==> config.mk <==
export PLATFORM = sky130hd
export DESIGN_NAME = mult_error_monitor
export DESIGN_NICKNAME = d
export VERILOG_FILES = /design/src/rtl/mult_error_monitor.sv
export SDC_FILE = /design/constraint.sdc
export NUM_CORES = 1
export LEC_CHECK = 0
export BUFFER_PORTS_ARGS = -buffer_cell sky130_fd_sc_hd__buf_2
export CELL_PAD_IN_SITES_DETAIL_PLACEMENT = 1
export CELL_PAD_IN_SITES_GLOBAL_PLACEMENT = 1
export CORE_MARGIN = 1.5
export CORE_UTILIZATION = 35
export CTS_CLUSTER_DIAMETER = 120
export DETAILED_ROUTE_END_ITERATION = 10
export PLACE_DENSITY = 0.8
export SETUP_SLACK_MARGIN = 0.1
export SYNTH_ARGS = -nofsm -noshare
export SYNTH_HDL_FRONTEND = slang
export SYNTH_SLANG_ARGS = --single-unit
==> constraint.sdc <==
create_clock -name clk -period 9.35 [get_ports clk]
set_input_delay 0 -clock clk [delete_from_list [all_inputs] [get_ports clk]]
set_output_delay 0 -clock clk [all_outputs]
set_load 0.05 [all_outputs]
==> src/rtl/mult_error_monitor.sv <==
// mult_error_monitor
// Self-running error-characterisation engine for approximate multipliers.
// Generates operand pairs (LFSR random or exhaustive sweep), drives them to an
// external multiplier, realigns the exact product with the returned product
// and accumulates error statistics (count, sum, signed sum, maximum).
module mult_error_monitor #(
    parameter int          W         = 8,
    parameter logic [31:0] N_SAMPLES = 32'd1000,
    parameter int          DUT_LAT   = 0,
    parameter logic [31:0] SEED      = 32'hACE1_2468
) (
    input  logic              clk,
    input  logic              rst,
    input  logic              start,
    input  logic              mode,
    output logic [W-1:0]      op_x,
    output logic [W-1:0]      op_y,
    output logic              op_valid,
    input  logic [2*W:0]      dut_p,
    output logic              busy,
    output logic              done,
    output logic [31:0]       n_samples,
    output logic [31:0]       zero_cnt,
    output logic [31:0]       err_cnt,
    output logic [2*W+32:0]   sum_ed,
    output logic signed [2*W+33:0] sum_err,
    output logic [2*W:0]      max_ed
);

    localparam int          PW        = 2 * W + 1;
    localparam int          ED_W      = PW + 32;
    localparam int          ER_W      = PW + 33;
    localparam logic [31:0] EXH_LAST  = 32'((64'd1 << (2 * W)) - 64'd1);
    localparam logic [31:0] RND_LAST  = N_SAMPLES - 32'd1;
    // Right-shift Galois mask for x^32 + x^22 + x^2 + x + 1
    localparam logic [31:0] LFSR_MASK = 32'h8020_0003;

    typedef enum logic [1:0] {
        S_IDLE  = 2'd0,
        S_RUN   = 2'd1,
        S_DRAIN = 2'd2,
        S_DONE  = 2'd3
    } state_t;

    // One Galois step: shift right, fold the tap mask in when a 1 falls out.
    function automatic logic [31:0] lfsr_step(input logic [31:0] s);
        logic [31:0] r;
        r = s >> 1;
        if (s[0]) begin
            r = r ^ LFSR_MASK;
        end else begin
            r = r;
        end
        return r;
    endfunction

    // ------------------------------------------------------------------
    // Control / operand generation state
    // ------------------------------------------------------------------
    state_t         state_q, state_d;
    logic           mode_q, mode_d;
    logic [31:0]    lfsr_q, lfsr_d;
    logic [31:0]    idx_q, idx_d;
    logic [W-1:0]   op_x_q, op_x_d;
    logic [W-1:0]   op_y_q, op_y_d;
    logic           op_valid_q, op_valid_d;
    logic           busy_q, busy_d;
    logic           done_q, done_d;

    logic           start_ok_s;
    logic           last_issue_s;
    logic [31:0]    lfsr_next_s;
    logic [31:0]    idx_next_s;

    // Exact product of the pair currently on the operand outputs
    logic [2*W-1:0] prod_s;
    logic [PW-1:0]  exact_s;

    // Exact product / tags aligned with the dut_p currently on the input
    logic [PW-1:0]  cmp_exact_s;
    logic           cmp_vld_s;
    logic           cmp_last_s;

    assign start_ok_s   = start && ((state_q == S_IDLE) || (state_q == S_DONE));
    assign last_issue_s = op_valid_q && (idx_q == (mode_q ? EXH_LAST : RND_LAST));
    assign lfsr_next_s  = lfsr_step(lfsr_q);
    assign idx_next_s   = idx_q + 32'd1;
    assign prod_s       = {{W{1'b0}}, op_x_q} * {{W{1'b0}}, op_y_q};
    assign exact_s      = {1'b0, prod_s};

    // Next-state, operand sequencing and registered status outputs
    always_comb begin
        state_d    = state_q;
        mode_d     = mode_q;
        lfsr_d     = lfsr_q;
        idx_d      = idx_q;
        op_x_d     = op_x_q;
        op_y_d     = op_y_q;
        op_valid_d = op_valid_q;
        case (state_q)
            S_IDLE, S_DONE: begin
                if (start_ok_s) begin
                    state_d    = S_RUN;
                    mode_d     = mode;
                    idx_d      = 32'd0;
                    lfsr_d     = SEED;
                    op_valid_d = 1'b1;
                    if (mode) begin
                        op_x_d = {W{1'b0}};
                        op_y_d = {W{1'b0}};
                    end else begin
                        op_x_d = SEED[W-1:0];
                        op_y_d = SEED[2*W-1:W];
                    end
                end else begin
                    state_d = state_q;
                end
            end
            S_RUN: begin
                if (last_issue_s) begin
                    // Operands hold their final values once the run is issued
                    op_valid_d = 1'b0;
                end else begin
                    idx_d  = idx_next_s;
                    lfsr_d = lfsr_next_s;
                    if (mode_q) begin
                        op_x_d = idx_next_s[2*W-1:W];
                        op_y_d = idx_next_s[W-1:0];
                    end else begin
                        op_x_d = lfsr_next_s[W-1:0];
                        op_y_d = lfsr_next_s[2*W-1:W];
                    end
                end
                if (cmp_vld_s && cmp_last_s) begin
                    state_d = S_DONE;
                end else if (last_issue_s) begin
                    state_d = S_DRAIN;
                end else begin
                    state_d = S_RUN;
                end
            end
            S_DRAIN: begin
                if (cmp_vld_s && cmp_last_s) begin
                    state_d = S_DONE;
                end else begin
                    state_d = S_DRAIN;
                end
            end
            default: begin
                state_d    = S_IDLE;
                op_valid_d = 1'b0;
            end
        endcase
        busy_d = (state_d == S_RUN) || (state_d == S_DRAIN);
        done_d = (state_d == S_DONE);
    end

    // Control registers with synchronous reset
    always_ff @(posedge clk) begin
        if (rst) begin
            state_q    <= S_IDLE;
            mode_q     <= 1'b0;
            lfsr_q     <= 32'd0;
            idx_q      <= 32'd0;
            op_x_q     <= {W{1'b0}};
            op_y_q     <= {W{1'b0}};
            op_valid_q <= 1'b0;
            busy_q     <= 1'b0;
            done_q     <= 1'b0;
        end else begin
            state_q    <= state_d;
            mode_q     <= mode_d;
            lfsr_q     <= lfsr_d;
            idx_q      <= idx_d;
            op_x_q     <= op_x_d;
            op_y_q     <= op_y_d;
            op_valid_q <= op_valid_d;
            busy_q     <= busy_d;
            done_q     <= done_d;
        end
    end

    // ------------------------------------------------------------------
    // Exact-product delay line: the current pair's product is the first
    // stage, followed by DUT_LAT registered stages matching the multiplier.
    // ------------------------------------------------------------------
    generate
        if (DUT_LAT == 0) begin : g_comb_dut
            assign cmp_exact_s = exact_s;
            assign cmp_vld_s   = op_valid_q;
            assign cmp_last_s  = last_issue_s;
        end else begin : g_pipe_dut
            logic [PW-1:0]      dl_exact_q [DUT_LAT];
            logic [PW-1:0]      dl_exact_d [DUT_LAT];
            logic [DUT_LAT-1:0] dl_vld_q, dl_vld_d;
            logic [DUT_LAT-1:0] dl_last_q, dl_last_d;

            // Shift the product and its valid/last tags one stage per cycle
            always_comb begin
                dl_vld_d      = dl_vld_q;
                dl_last_d     = dl_last_q;
                dl_exact_d[0] = exact_s;
                dl_vld_d[0]   = op_valid_q;
                dl_last_d[0]  = last_issue_s;
                for (int i = 1; i < DUT_LAT; i++) begin
                    dl_exact_d[i] = dl_exact_q[i-1];
                    dl_vld_d[i]   = dl_vld_q[i-1];
                    dl_last_d[i]  = dl_last_q[i-1];
                end
            end

            // Delay-line registers; reset flushes any in-flight pairs
            always_ff @(posedge clk) begin
                if (rst) begin
                    dl_vld_q  <= {DUT_LAT{1'b0}};
                    dl_last_q <= {DUT_LAT{1'b0}};
                    for (int i = 0; i < DUT_LAT; i++) begin
                        dl_exact_q[i] <= {PW{1'b0}};
                    end
                end else begin
                    dl_vld_q  <= dl_vld_d;
                    dl_last_q <= dl_last_d;
                    for (int i = 0; i < DUT_LAT; i++) begin
                        dl_exact_q[i] <= dl_exact_d[i];
                    end
                end
            end

            assign cmp_exact_s = dl_exact_q[DUT_LAT-1];
            assign cmp_vld_s   = dl_vld_q[DUT_LAT-1];
            assign cmp_last_s  = dl_last_q[DUT_LAT-1];
        end
    endgenerate

    // ------------------------------------------------------------------
    // Error statistics
    // ------------------------------------------------------------------
    logic [31:0]   n_samples_q, n_samples_d;
    logic [31:0]   zero_cnt_q, zero_cnt_d;
    logic [31:0]   err_cnt_q, err_cnt_d;
    logic [ED_W-1:0] sum_ed_q, sum_ed_d;
    logic [ER_W-1:0] sum_err_q, sum_err_d;
    logic [PW-1:0] max_ed_q, max_ed_d;

    logic [PW:0]   diff_s;
    logic [PW:0]   neg_diff_s;
    logic [PW-1:0] ed_s;

    // Signed difference is one bit wider than the product so it never wraps
    assign diff_s     = {1'b0, dut_p} - {1'b0, cmp_exact_s};
    assign neg_diff_s = {(PW+1){1'b0}} - diff_s;
    assign ed_s       = diff_s[PW] ? neg_diff_s[PW-1:0] : diff_s[PW-1:0];

    // Clear on an accepted start, otherwise fold in each aligned sample
    always_comb begin
        n_samples_d = n_samples_q;
        zero_cnt_d  = zero_cnt_q;
        err_cnt_d   = err_cnt_q;
        sum_ed_d    = sum_ed_q;
        sum_err_d   = sum_err_q;
        max_ed_d    = max_ed_q;
        if (start_ok_s) begin
            n_samples_d = 32'd0;
            zero_cnt_d  = 32'd0;
            err_cnt_d   = 32'd0;
            sum_ed_d    = {ED_W{1'b0}};
            sum_err_d   = {ER_W{1'b0}};
            max_ed_d    = {PW{1'b0}};
        end else if (cmp_vld_s) begin
            n_samples_d = n_samples_q + 32'd1;
            sum_ed_d    = sum_ed_q + {32'd0, ed_s};
            sum_err_d   = sum_err_q + {{32{diff_s[PW]}}, diff_s};
            if (cmp_exact_s == {PW{1'b0}}) begin
                zero_cnt_d = zero_cnt_q + 32'd1;
            end else begin
                zero_cnt_d = zero_cnt_q;
            end
            if (ed_s != {PW{1'b0}}) begin
                err_cnt_d = err_cnt_q + 32'd1;
            end else begin
                err_cnt_d = err_cnt_q;
            end
            if (ed_s > max_ed_q) begin
                max_ed_d = ed_s;
            end else begin
                max_ed_d = max_ed_q;
            end
        end else begin
            n_samples_d = n_samples_q;
        end
    end

    // Statistics registers with synchronous reset
    always_ff @(posedge clk) begin
        if (rst) begin
            n_samples_q <= 32'd0;
            zero_cnt_q  <= 32'd0;
            err_cnt_q   <= 32'd0;
            sum_ed_q    <= {ED_W{1'b0}};
            sum_err_q   <= {ER_W{1'b0}};
            max_ed_q    <= {PW{1'b0}};
        end else begin
            n_samples_q <= n_samples_d;
            zero_cnt_q  <= zero_cnt_d;
            err_cnt_q   <= err_cnt_d;
            sum_ed_q    <= sum_ed_d;
            sum_err_q   <= sum_err_d;
            max_ed_q    <= max_ed_d;
        end
    end

    assign op_x      = op_x_q;
    assign op_y      = op_y_q;
    assign op_valid  = op_valid_q;
    assign busy      = busy_q;
    assign done      = done_q;
    assign n_samples = n_samples_q;
    assign zero_cnt  = zero_cnt_q;
    assign err_cnt   = err_cnt_q;
    assign sum_ed    = sum_ed_q;
    assign sum_err   = sum_err_q;
    assign max_ed    = max_ed_q;

endmodule

==> metrics <==
status=complete, no violations; Reg power frac=34.1%; gr ovfl total=0; Clock Latency Late Sink=0.55 ns; Post-synth EDFFs=0; Final Cell Area=24300 um2; TritonCTS buffer count=38; vias=18900; Final GP Congestion=0.861; deepest clock path buffer count=3; first-pass GRT wire length=~110000 um; Ant. Diodes=0; Starting Density=~35%; crit end category=flip-flop; Synth cell types=86; Layout Skew=0.0144 ns; Reg2Reg Depth=37; Post-Syn Nets=2669; largest net degree at the start of global routing=205; Rows=87; per-cell routed wire length=roughly 19 um; Die X=about 240 um; Post-synth ARST share=0%; Root Buffer=clkbuf_16; core area=~56000 um2; crit-path most repeated cell=a21o_1; CP max FO=8; Seq/Total Area, Yosys=~30%; share of post-route cells with drive strength above 1=a little under a fifth; cell area after synthesis=19900 um2; Antenna Nets Post-Route=0; Reg clk slew, reported paths=~0.06 ns; Clock Sinks=298; Syn-to-layout area delta=21.7%; Tmin final=8.89 ns; Nets=roughly 3000; final HPWL from detailed placement=48600 um; placed cell area=around 22000 um2; slowest CP cell=fa_1; internal cell power=2670 uW; power per cell area=166 nW/um2; final cycle utilization of the critical path=between 90 and 100%; Crit path largest cell delay=0.56 ns; Synth area leader=dfxtp_1; Avg Inst Size Synth=between 8 and 9 um2; top_reg_cell synth=dfxtp_1; placed insts=3427; net switching power=1360 uW; Slew Viols, Final=0; Max-cap violations=0; I/O Pins=252; leakage power=0.0103 uW; Hold Worst Slack=0.0999 ns; CTS H-tree lvls=2; initial drt markers=912; IO Port Bufs=about 250; commonest cells in the netlist=322 x nor2_1, 298 x dfxtp_1, 191 x nand2_1, 181 x a21oi_1, 141 x ha_1; final setup fails=0; FMAX=~110 MHz; critical path class=reg -> reg; Hold Fails Final Rpt=0; Layout Cells excl Fill=around 3500; GRT Overall Usage=between 20% and 30%; final wirelength=roughly 66000 um; DIE HEIGHT=242 um; HP Class=in -> reg; crit path DAT=9.28 ns; post-synth top area share=29.9%; WHS Path Cells=3; Max VDD drop=0.108 mV; die area=58400 um2; CTS tree=yes; initial antenna violation count=0; Slew HR=14.8%; Yosys reg bits=298; final core occ=43.1%; most frequent cell after synthesis=nor2_1; clock power share=between 30 and 40%; unrepaired setup endpoints after global routing=yes; Slew @ Worst Pin=1.28 ns; DRC Markers=0; CP Launch Type=flip-flop; top cells by area, synth=dfxtp_1 30%, ha_1 8.9%, nor2_1 6.1%; Via density=5.38; Switching Share=33.8%; yosys warns=0; vias in the first global route=between 15000 and 20000; combinational share of power=27.2%; 1st-pass router iterations=5; Req. time, crit path=just under 10 ns; Post-Syn Instances=2468
-- state kept, by name, indices dropped and copies added (netlist names), 17 cells and up --
name and count:
sum_err 50, sum_ed 49, err_cnt 32, idx_q 32, lfsr_q 32, n_samples 32, zero_cnt 32, max_ed 17
-- per-stage QoR --
| step | total power (uW) | worst slack, ns | setup TNS [ns] |
|---|---|---|---|
| 5_1_grt | 4220 | 0.0364 | 0 |
| 3_3_place_gp | 2400 | 0.159 | 0 |
| 4_1_cts | 4030 | 0.106 | 0 |
| 6_report | 4020 | 0.460 | 0 |
| 3_5_place_dp | 2440 | -0.263 | -3.73 |
| 2_1_floorplan | 2140 | 0.167 | 0 |
-- cell type report --
cell class / instances / area, um2
fill: 6801 / 32000
multi-input combinational: 1941 / 13600
sequential: 298 / 6010
timing repair buffer: 328 / 1940
clock buffer: 57 / 1150
tap: 756 / 946
inverter: 122 / 462
clock inverter: 12 / 174
-- power groups by stage --
stage | combinational, uW | sequential [uW] | clock [uW]
after detailed placement | 1040 | 1400 | 0
final | 1090 | 1370 | 1560
after floorplan | 630 | 1510 | 0
after CTS | 1050 | 1370 | 1600
after global placement | 1000 | 1400 | 0
after global routing | 1190 | 1380 | 1650
-- logic make-up (layout without fill, tap and decap cells) --
family,count (synthesis),count (layout),share of synthesized area [%]
AO/OA/AOI/OAI,509,509,16.3
XOR/XNOR,212,212,9.36
adder cells (fa/ha/maj),181,181,12.8
buffers and inverters,229,519,4.47
flip-flops,298,298,29.9
multiplexers,66,66,3.33
AND/OR/NAND/NOR,973,973,23.7
-- layout by cell type (no fill, tap or decap), types with 66 or more instances in the layout --
cell     count
ha_1       134
a21oi_1    163
o21ai_0     79
dfxtp_1    283
buf_4       66
buf_2      251
nor2_1     318
nand3_1     97
and2_1      70
nand2_1    189
xor2_1      83
xnor2_1    123
inv_1      118
-- worst paths after layout --
| check | endpoint | startpoint | slack [ns] |
|---|---|---|---|
| setup reg to reg | sum_err[33]$_SDFFE_PP0P_ | op_x[2]$_SDFFE_PP0P_ | 0.46 |
| hold / removal | state_q[1]$_SDFF_PP0_ | rst | 0.1 |
| setup / recovery | sum_err[33]$_SDFFE_PP0P_ | op_x[2]$_SDFFE_PP0P_ | 0.46 |
| hold reg to reg | lfsr_q[17]$_SDFFE_PP0P_ | lfsr_q[17]$_SDFFE_PP0P_ | 0.46 |
-- what timing repair did --
| action | 4_1_cts | 5_1_grt |
|---|---|---|
| pin swaps | 3 | 35 |
| endpoints found under the setup margin | 44 | 70 |
| endpoints found under the hold margin | 6 | 0 |
| resized for setup | 13 | 93 |
| setup buffers | 2 | 9 |
| gates cloned | 0 | 3 |
| hold buffers | 4 | 0 |
-- worst max-delay path: cells and delay by family (launching register included) --
family | cells | cell delay, ns
buffers and inverters | 6 | 0.63
adders and majority gates | 7 | 2.98
and+or+nand+nor | 7 | 1.47
AOI/OAI and AO/OA | 16 | 3.12
DFF | 1 | 0.36
xor gates and xnor gates | 1 | 0.17
-- per-layer routing --
metal  track usage [%]  routed length [um]  up-vias
met5                 0                   0        -
met4              8.18                2340        0
met3              3.93                2960      113
met2              38.7               32700      328
met1              26.3               28400     9342
li1                  -                   -     9124
No activity file was read; power rests on OpenSTA's default activity.
